File: src/rtl/lru_pkg.sv
// Shared helpers for the multi-set LRU tracker.
// Provides derived-width helpers and the reset rank image.
// The rank vector type is declared per instance from WAYS and WAY_W.
package lru_pkg;

  // Upper bound on the total bit width of one set's packed rank vector.
  localparam int MAX_RANK_BITS = 1024;

  // Index width for n entries. It is never narrower than one bit.
  function automatic int clog2_min1(input int n);
    return (n < 2) ? 1 : $clog2(n);
  endfunction

  // Packed rank vector with rank[w] = w. Each field is ww bits wide.
  // Way 0 is the lowest field.
  function automatic logic [MAX_RANK_BITS-1:0] reset_ranks(input int ways, input int ww);
    logic [MAX_RANK_BITS-1:0] v;
    v = '0;
    for (int i = 0; i < ways; i++) begin
      for (int b = 0; b < ww; b++) begin
        v[i*ww+b] = i[b];
      end
    end
    return v;
  endfunction

endpackage

File: src/rtl/lru_rank_update.sv
// Next-state rank and valid bits for one set, for a single access or invalidate.
// Purely combinational, with zero latency.
// It has no handshake. The caller decides whether to commit the result.
module lru_rank_update #(
  parameter int WAYS  = 8,
  parameter int WAY_W = 3
) (
  input  logic [WAYS*WAY_W-1:0] rank_in,
  input  logic [WAYS-1:0]       valid_in,
  input  logic                  inval,
  input  logic [WAY_W-1:0]      way,
  output logic [WAYS*WAY_W-1:0] rank_out,
  output logic [WAYS-1:0]       valid_out
);

  localparam logic [WAY_W-1:0] LRU_RANK = WAY_W'(WAYS - 1);

  logic [WAY_W-1:0] old_r;
  logic [WAY_W-1:0] cur;

  // An access promotes the way to MRU and ages every younger way by one.
  // An invalidate demotes the way to LRU and refreshes every older way by one.
  always_comb begin
    old_r     = '0;
    cur       = '0;
    rank_out  = rank_in;
    valid_out = valid_in;
    for (int i = 0; i < WAYS; i++) begin
      if (WAY_W'(i) == way) old_r = rank_in[i*WAY_W +: WAY_W];
    end
    for (int i = 0; i < WAYS; i++) begin
      cur = rank_in[i*WAY_W +: WAY_W];
      if (WAY_W'(i) == way) begin
        rank_out[i*WAY_W +: WAY_W] = inval ? LRU_RANK : '0;
        valid_out[i]               = !inval;
      end else if (!inval && (cur < old_r)) begin
        rank_out[i*WAY_W +: WAY_W] = cur + WAY_W'(1);
      end else if (inval && (cur > old_r)) begin
        rank_out[i*WAY_W +: WAY_W] = cur - WAY_W'(1);
      end
    end
  end

endmodule

File: src/rtl/lru_multiset.sv
// Per-set LRU tracker with valid bits, invalid-first victim selection and a one-entry deferred invalidate.
// Updates land on the clock edge. victim_way and set_full are combinational from state and query_set.
// inval_ready drops while a deferred invalidate is parked. It returns the cycle after that invalidate is applied.
module lru_multiset
  import lru_pkg::*;
#(
  parameter int SETS  = 4,
  parameter int WAYS  = 8,
  parameter int SET_W = clog2_min1(SETS),
  parameter int WAY_W = $clog2(WAYS)
) (
  input  logic             clk,
  input  logic             rst,
  input  logic             access,
  input  logic [SET_W-1:0] access_set,
  input  logic [WAY_W-1:0] access_way,
  input  logic             inval_v,
  output logic             inval_ready,
  input  logic [SET_W-1:0] inval_set,
  input  logic [WAY_W-1:0] inval_way,
  input  logic [SET_W-1:0] query_set,
  output logic [WAY_W-1:0] victim_way,
  output logic             set_full
);

  localparam int RB = WAYS * WAY_W;
  typedef logic [RB-1:0] rank_vec_t;

  localparam logic [MAX_RANK_BITS-1:0] RST_ALL  = reset_ranks(WAYS, WAY_W);
  localparam rank_vec_t                RST_RANK = RST_ALL[RB-1:0];
  localparam logic [WAY_W-1:0]         LRU_RANK = WAY_W'(WAYS - 1);

  rank_vec_t        rank_q  [SETS];
  logic [WAYS-1:0]  valid_q [SETS];

  logic             pend_v;
  logic [SET_W-1:0] pend_set;
  logic [WAY_W-1:0] pend_way;

  logic             acc_do, inv_do, inv_accept, inv_ok, capture, pend_hold;
  logic [SET_W-1:0] acc_idx, inv_idx;
  logic [WAY_W-1:0] inv_w;
  rank_vec_t        acc_rank, inv_rank;
  logic [WAYS-1:0]  acc_valid, inv_valid;

  // This output comes only from the pending register, so no input feeds it combinationally.
  assign inval_ready = !pend_v;

  // Choose the access update, and the single invalidate (pending or new) that may commit this cycle.
  always_comb begin
    acc_do     = access && ({1'b0, access_set} < (SET_W+1)'(SETS))
                        && ({1'b0, access_way} < (WAY_W+1)'(WAYS));
    acc_idx    = acc_do ? access_set : '0;
    inv_accept = inval_v && !pend_v;
    inv_ok     = ({1'b0, inval_set} < (SET_W+1)'(SETS))
              && ({1'b0, inval_way} < (WAY_W+1)'(WAYS));
    pend_hold  = access && (access_set == pend_set);
    capture    = inv_accept && inv_ok && access && (inval_set == access_set);
    inv_do     = 1'b0;
    inv_idx    = '0;
    inv_w      = '0;
    if (pend_v && !pend_hold) begin
      inv_do  = 1'b1;
      inv_idx = pend_set;
      inv_w   = pend_way;
    end else if (inv_accept && inv_ok && !capture) begin
      inv_do  = 1'b1;
      inv_idx = inval_set;
      inv_w   = inval_way;
    end
  end

  lru_rank_update #(.WAYS(WAYS), .WAY_W(WAY_W)) u_acc_upd (
    .rank_in   (rank_q[acc_idx]),
    .valid_in  (valid_q[acc_idx]),
    .inval     (1'b0),
    .way       (access_way),
    .rank_out  (acc_rank),
    .valid_out (acc_valid)
  );

  lru_rank_update #(.WAYS(WAYS), .WAY_W(WAY_W)) u_inv_upd (
    .rank_in   (rank_q[inv_idx]),
    .valid_in  (valid_q[inv_idx]),
    .inval     (1'b1),
    .way       (inv_w),
    .rank_out  (inv_rank),
    .valid_out (inv_valid)
  );

  // Set state: access and invalidate never target the same set in one cycle, so the priority order never matters.
  always_ff @(posedge clk) begin
    for (int s = 0; s < SETS; s++) begin
      if (rst) begin
        rank_q[s]  <= RST_RANK;
        valid_q[s] <= '0;
      end else if (acc_do && (acc_idx == SET_W'(s))) begin
        rank_q[s]  <= acc_rank;
        valid_q[s] <= acc_valid;
      end else if (inv_do && (inv_idx == SET_W'(s))) begin
        rank_q[s]  <= inv_rank;
        valid_q[s] <= inv_valid;
      end
    end
  end

  // Pending invalidate: park it when it collides with an access to its set, and drain it on the first free cycle.
  always_ff @(posedge clk) begin
    if (rst) begin
      pend_v   <= 1'b0;
      pend_set <= '0;
      pend_way <= '0;
    end else if (capture) begin
      pend_v   <= 1'b1;
      pend_set <= inval_set;
      pend_way <= inval_way;
    end else if (pend_v && !pend_hold) begin
      pend_v   <= 1'b0;
    end
  end

  logic             q_ok;
  logic [SET_W-1:0] q_idx;
  logic [WAY_W-1:0] first_inv, lru_way;

  // Victim: the lowest-index invalid way if there is one; otherwise the way holding the LRU rank.
  always_comb begin
    q_ok      = ({1'b0, query_set} < (SET_W+1)'(SETS));
    q_idx     = q_ok ? query_set : '0;
    first_inv = '0;
    lru_way   = '0;
    for (int i = WAYS - 1; i >= 0; i--) begin
      if (!valid_q[q_idx][i]) first_inv = WAY_W'(i);
    end
    for (int i = 0; i < WAYS; i++) begin
      if (rank_q[q_idx][i*WAY_W +: WAY_W] == LRU_RANK) lru_way = WAY_W'(i);
    end
    set_full   = q_ok && (&valid_q[q_idx]);
    victim_way = !q_ok ? '0 : (set_full ? lru_way : first_inv);
  end

endmodule

File: config.mk
export PLATFORM = sky130hd
export DESIGN_NAME = lru_multiset
export DESIGN_NICKNAME = d
export VERILOG_FILES = /design/src/rtl/lru_pkg.sv /design/src/rtl/lru_rank_update.sv /design/src/rtl/lru_multiset.sv
export SDC_FILE = /design/constraint.sdc
export NUM_CORES = 1
export LEC_CHECK = 0
export BUFFER_PORTS_ARGS = -buffer_cell sky130_fd_sc_hd__buf_2
export CORE_MARGIN = 4
export CORE_UTILIZATION = 30
export CTS_CLUSTER_DIAMETER = 60
export DETAILED_ROUTE_END_ITERATION = 10
export GPL_TIMING_DRIVEN = 0
export SYNTH_ARGS = -nofsm -noshare
export SYNTH_HDL_FRONTEND = slang
export SYNTH_SLANG_ARGS = --single-unit
File: constraint.sdc
create_clock -name clk -period 6.46 [get_ports clk]
set_input_delay 0.646 -clock clk [delete_from_list [all_inputs] [get_ports clk]]
set_output_delay 0.646 -clock clk [all_outputs]
set_load 0.1 [all_outputs]
# ---- After elaboration in Yosys (flattened, before gate mapping)
# Memory sizes are Yosys's and may differ from the RTL's.
# Cells that the tools add are included.
dict set report word_totals {
  reg_bits 6
  mem_bits_rw 128
  output_inout_bits 5
  memories 2
}
# memory words width rd rd_clocked_by_memory_dff write_ports line
set memory_table {}
lappend memory_table {rank_q 4 24 3 0 4 lru_multiset.sv:33} ;# rank_vec_t rank_q [SETS];
lappend memory_table {valid_q 4 8 3 0 4 lru_multiset.sv:34} ;# logic [WAYS-1:0] valid_q [SETS];
dict set report classes {
  addsub 16
  magnitude_cmp 16
  n_eq_ne 29
  muxes 135
  bitwise_logic 16
  n_reduce_logical 23
}
# cell n
set op_table {}
lappend op_table {{$mux 3} 65}
lappend op_table {{$mux 24} 8}
lappend op_table {{$mux 8} 8}
lappend op_table {{$mux 1} 51}
lappend op_table {{$add 3x1->3 const B} 8}
lappend op_table {{$eq 3x3->1 const A} 8}
lappend op_table {{$gt 3x3->1} 8}
lappend op_table {{$lt 3x3->1} 8}
lappend op_table {{$sub 3x1->3 const B} 8}
lappend op_table {{$eq 3x3->1 const B} 7}
lappend op_table {{$or 1x1->1} 16}
lappend op_table {{$logic_and 1x1->1} 14}
lappend op_table {{$eq 2x3->1 const A} 4}
lappend op_table {{$eq 2x2->1 const B} 4}
lappend op_table {{$reduce_and 8->1} 1}
lappend op_table {{$eq 1x3->1 const A} 2}
lappend op_table {{$logic_not 3->1} 2}
lappend op_table {{$mux 2} 3}
lappend op_table {{$eq 2x1->1 const B} 2}
lappend op_table {{$eq 2x2->1} 2}
lappend op_table {{$logic_not 2->1} 2}
lappend op_table {{$logic_not 1->1} 3}
lappend op_table {{$reduce_bool 2->1} 1}

# ---- Depth between registers and ports, before layout
dict set report logic_depth {
  ltp_word 21
  ltp_mapped 22
  depth_no_buf 19
}

# ---- Cells and area by module
# Synthesis repeated with hierarchy kept, for this count alone.
dict set report unflattened {
  cells_unflattened 1444
  hier_area_um2 12942.4
}
# module n_inst cells_per_inst area_per_inst_um2 seq_area_each_um2
set modules_own_cells {}
lappend modules_own_cells {lru_multiset 1 703 7878.8 3963.8}
lappend modules_own_cells {{lru_rank_update (u_acc_upd)} 1 382 2625.0 0.0}
lappend modules_own_cells {{lru_rank_update (u_inv_upd)} 1 359 2438.6 0.0}

# ---- Worst setup path before layout
# Ideal clock, no wire load.
dict set report synth_timing {
  path_type {input-to-reg}
  startpoint {input access_set[1]}
  endpoint {memory rank_q[0][7] (netlist bit), data pin}
  setup_time_ps 277
  arrival_ps 5766
  required_ps 6183
  setup_slack_ps 417
  cell_stages 20
  path_buffers 3
  path_cell_list {buf_6 xor2_2 o31a_1 nor2_1 a21oi_4 clkbuf_1 clkbuf_1 o221ai_1 nor2_1 a21oi_1 o221ai_1 a2111oi_0 ha_1 inv_1 or3_1 a2bb2oi_1 o41ai_1 a311oi_4 mux2i_1 a22oi_1}
}
# element line
set synth_rtl {}
lappend synth_rtl {{from (decl)} lru_multiset.sv:15} ;# input logic [SET_W-1:0] access_set,
lappend synth_rtl {{to (decl)} lru_multiset.sv:33}

==> flow_summary.rst <==
.. list-table::
   :header-rows: 1

   * - Metric
     - Value
   * - Final Worst Setup Slack
     - 0.1708 ns
   * - Fraction of layout instances using a drive strength above 1
     - 13.77%
   * - Routed length per instance
     - 30.51 um
   * - Unrepaired setup endpoints after global routing
     - no
   * - Number of different library cells in the post-synthesis netlist
     - 90
   * - Reg power frac
     - 29.4%
   * - Vias in the first global route
     - 11470
   * - Mean area per synthesized cell
     - 8.906 um^2
   * - Number of warning messages in the yosys log
     - 0
   * - Die Ht
     - 206.0 um
   * - Power density relative to cell area
     - 287.1 nW/um^2
   * - Number of hold buffers added after CTS
     - 0
   * - Global route overflow
     - 0
   * - Setup TNS Final
     - 0 ns
   * - Endpoint of the lowest-slack register-to-register path
     - rank_q[2][13]
   * - Hold path cells
     - 3
   * - Post-synth top flop
     - sky130_fd_sc_hd__edfxtp_1
   * - Remaining DRCs
     - 0
   * - Clock period minus final worst setup slack
     - 6.289 ns
   * - Final total power
     - 3.835 mW
   * - Detailed-route wire length
     - 57.72 mm
   * - Normalized max-slew margin
     - 1.775%
   * - Worst setup slack after placement
     - -1.396 ns
   * - Critical Path End Type
     - register
   * - Highest clock rate
     - 0.1590 GHz
   * - Highest-count cells in the layout ignoring fill and taps
     - sky130_fd_sc_hd__nor2_1, sky130_fd_sc_hd__edfxtp_1, sky130_fd_sc_hd__nand2_1
   * - Startpoint Class
     - input pin
   * - Number of placement rows
     - 72
   * - Initial drt markers
     - 2208
   * - Final Hold Viols
     - 0
   * - Power Internal
     - 2.223 mW
   * - FFs w/ async S/R, synth
     - 0%
   * - Max Root-Sink Buffers
     - 2
   * - Net switching fraction of the power
     - 42.05%
   * - Worst ir drop on vdd
     - 180.6 uV
   * - Per-cell via count in the routed design
     - 6.587
   * - R2R setup slack
     - 0.21 ns
   * - Worst stage delay on the critical path
     - 0.71 ns
   * - Ordered cell list for the critical path
     - buf_2, buf_6, xor2_2, o31ai_1, buf_2, nand2_1, buf_2, o311ai_0, nand2_1, inv_1, a21oi_1, o221ai_1, a2111oi_2, buf_4, ha_1, nand2_1, nor2_1, a21oi_1, o31ai_1, nor3_4, mux2i_2, o21ai_0
   * - Result of the run
     - finished with violations
   * - TritonCTS Buffers
     - 17
   * - Global-route usage over all layers
     - 26.46%
   * - Endpoint of the worst hold path
     - pend_way[1]
   * - M1 GR Usage
     - 36.13%
   * - Number of clock sinks
     - 134
   * - Sequential share of the synthesized area
     - 33.72%
   * - Synth Net Count
     - 1384
   * - Final hold slack
     - 0.5046 ns
   * - Layout Skew
     - 0.01264 ns
   * - First-pass detailed-route iteration total
     - 6
   * - Pin slew with the least headroom to its limit
     - 1.462 ns
   * - Depth of the most critical reg-to-reg path
     - 20
   * - Launch instance of the worst min-delay path
     - inval_way[1]
   * - Slowest stage cell on the critical path
     - sky130_fd_sc_hd__nand2_1
   * - Clock power share
     - 25.9%
   * - IO Port Bufs
     - 16
   * - CTS tree
     - yes
   * - HPWL Detailed
     - 42.80 mm
   * - Path length in cells of the critical path
     - 22
   * - Number of H-tree levels
     - 4
   * - RD Place Congestion
     - 1.016
   * - Comb pwr share
     - 44.7%
   * - Width of the die
     - 206.0 um
   * - Worst setup path startpoint
     - access_set[1]
   * - Worst setup path category
     - in2reg
   * - Area of the die
     - 42420 um^2
   * - Arrival time at the worst endpoint
     - 6.44 ns
   * - Top delay family on crit path
     - compound AO/OA/AOI/OAI gates
   * - Peak fanout along the critical path
     - 11
   * - Worst hold path class
     - in2reg
   * - Post-Synthesis Cell Area
     - 11760 um^2
   * - Busiest grt layer
     - met2
   * - Antenna Nets Post-Route
     - 0
   * - Cell at the root of the clock tree
     - sky130_fd_sc_hd__clkbuf_16
   * - Psw
     - 1.613 mW
   * - Util after Layout
     - 34.48%
   * - Setup violation total in the final timing report
     - 0
   * - Count of flip-flops with a built-in enable after synthesis
     - 128
   * - CORE AREA
     - 38740 um^2
   * - Overall via count from detail_route
     - 12460
   * - Layout area overhead
     - 13.62%
   * - Antenna violations before repair
     - 1
   * - Number of max-slew violations in the final report
     - 0
   * - Largest net degree at the start of global routing
     - 22
   * - Fraction of met2 tracks used by global routing
     - 38.47%
   * - # Max-Cap Violations
     - 1
   * - Initial cell density of the core
     - 30.35%
   * - Leakage power
     - 4.660 nW
   * - Clock latency of the later-clocked register in the worst-skew pair
     - 0.44 ns
   * - Flip-flop and latch count after synthesis
     - 134
   * - Net count reported at finish
     - 1426
   * - Launch instance of the worst register-to-register path
     - pend_set[1]
   * - Leading cell type in the layout, fill and taps excluded
     - sky130_fd_sc_hd__nor2_1
   * - Top-level I/O count
     - 21
   * - Violated checks
     - max-capacitance violations
   * - Clock transition at the register clock pins on the worst setup and hold paths after CTS
     - 0.06 ns
   * - GRT met3 Usage
     - 5.115%
   * - Cells after Synth
     - 1320
   * - Crit path buf inv count
     - 6
   * - Worst Path Required
     - 6.61 ns
   * - Fill count
     - 3991
   * - Global-route wire length before repair
     - 81.02 mm
   * - Final Cycle Share
     - 97.36%
-- power by group through the flow --
stage	clock network [mW]	registers, mW	logic (mW)
3_5_place_dp	0	1.14	1.59
6_report	0.994	1.13	1.71
2_1_floorplan	0	1.10	1.12
3_3_place_gp	0	1.14	1.54
4_1_cts	0.978	1.12	1.65
5_1_grt	1.01	1.13	1.83
-- sequential cells by signal, indices dropped and copies added, names as in the netlist --
name / count
pend_set: 2
pend_v: 1
pend_way: 3
rank_q: 96
valid_q: 32
-- tightest hold or removal path, delay by kind of cell --
| family | cells | cell delay, ns |
|---|---|---|
| buffers and inverters | 1 | 0.11 |
| muxes | 1 | 0.07 |
| and+or+nand+nor | 1 | 0.08 |
-- per-stage QoR --
step,cells,cell area [um^2]
6_report,1892,13360
3_3_place_gp,1854,12480
5_1_grt,1891,13360
3_5_place_dp,1859,12610
2_1_floorplan,1320,11760
4_1_cts,1890,13280
-- kinds of logic (layout without fill, tap and decap cells) --
family / after synthesis / count (layout) / share of synthesized area (%)
xor gates and xnor gates: 24 / 24 / 1.916
adders and majority gates: 48 / 48 / 5.109
AOI/OAI and AO/OA: 477 / 477 / 28.52
buffers and inverters: 117 / 170 / 4.066
muxes: 94 / 94 / 9.664
DFF: 134 / 134 / 33.72
and+or+nand+nor: 426 / 426 / 17.01
other: 0 / 1 / 0
-- layout make-up --
class / count / area (um^2) / share of cell area, %
timing repair buffer: 25 / 217.7 / 1.630
tap: 518 / 648.1 / 4.852
antenna: 1 / 2.502 / 0.01873
sequential: 134 / 3964 / 29.67
clock inverter: 13 / 133.9 / 1.002
clock buffer: 17 / 425.4 / 3.185
buffer: 86 / 367.9 / 2.754
multi-input combinational: 1069 / 7490 / 56.07
inverter: 29 / 108.9 / 0.8149
-- cells in the mapped netlist (31+ instances only) --
cell type / number / share of area, %
sky130_fd_sc_hd__ha_1: 48 / 5.1
sky130_fd_sc_hd__mux2_2: 42 / 4.0
sky130_fd_sc_hd__edfxtp_1: 128 / 33
sky130_fd_sc_hd__nand3_1: 44 / 1.9
sky130_fd_sc_hd__clkbuf_1: 63 / 2.0
sky130_fd_sc_hd__nand2_1: 125 / 4.0
sky130_fd_sc_hd__o22ai_1: 53 / 2.8
sky130_fd_sc_hd__a21oi_1: 91 / 3.9
sky130_fd_sc_hd__nor2_1: 138 / 4.4
sky130_fd_sc_hd__mux2i_1: 40 / 3.4
sky130_fd_sc_hd__a22oi_1: 55 / 3.5
sky130_fd_sc_hd__o21ai_0: 82 / 3.5
sky130_fd_sc_hd__a22o_1: 31 / 2.3
-- what timing repair did --
item                                    4_1_cts  5_1_grt
endpoints found under the setup margin       89       79
setup buffers                                 2        2
pin swaps                                     1        2
gates resized for setup                      17       18
-- worst max-delay path by stage --
| stage | end | slack (ns) |
|---|---|---|
| 5_1_grt | rank_q[0][3] | 0.06 |
| 4_1_cts | rank_q[1][19] | 0.06 |
| 2_1_floorplan | rank_q[0][7] | 0.42 |
| 3_5_place_dp | rank_q[1][11] | -1.40 |
| 3_3_place_gp | rank_q[1][19] | -2.61 |
| 6_report | rank_q[2][13] | 0.17 |
-- metal layers --
layer	share of wire (%)	vias up
met2	41	1014
li1	-	5266
met1	39	5972
met4	7.6	0
met5	0	-
met3	13	210
Power figures use the tool's default switching activity.
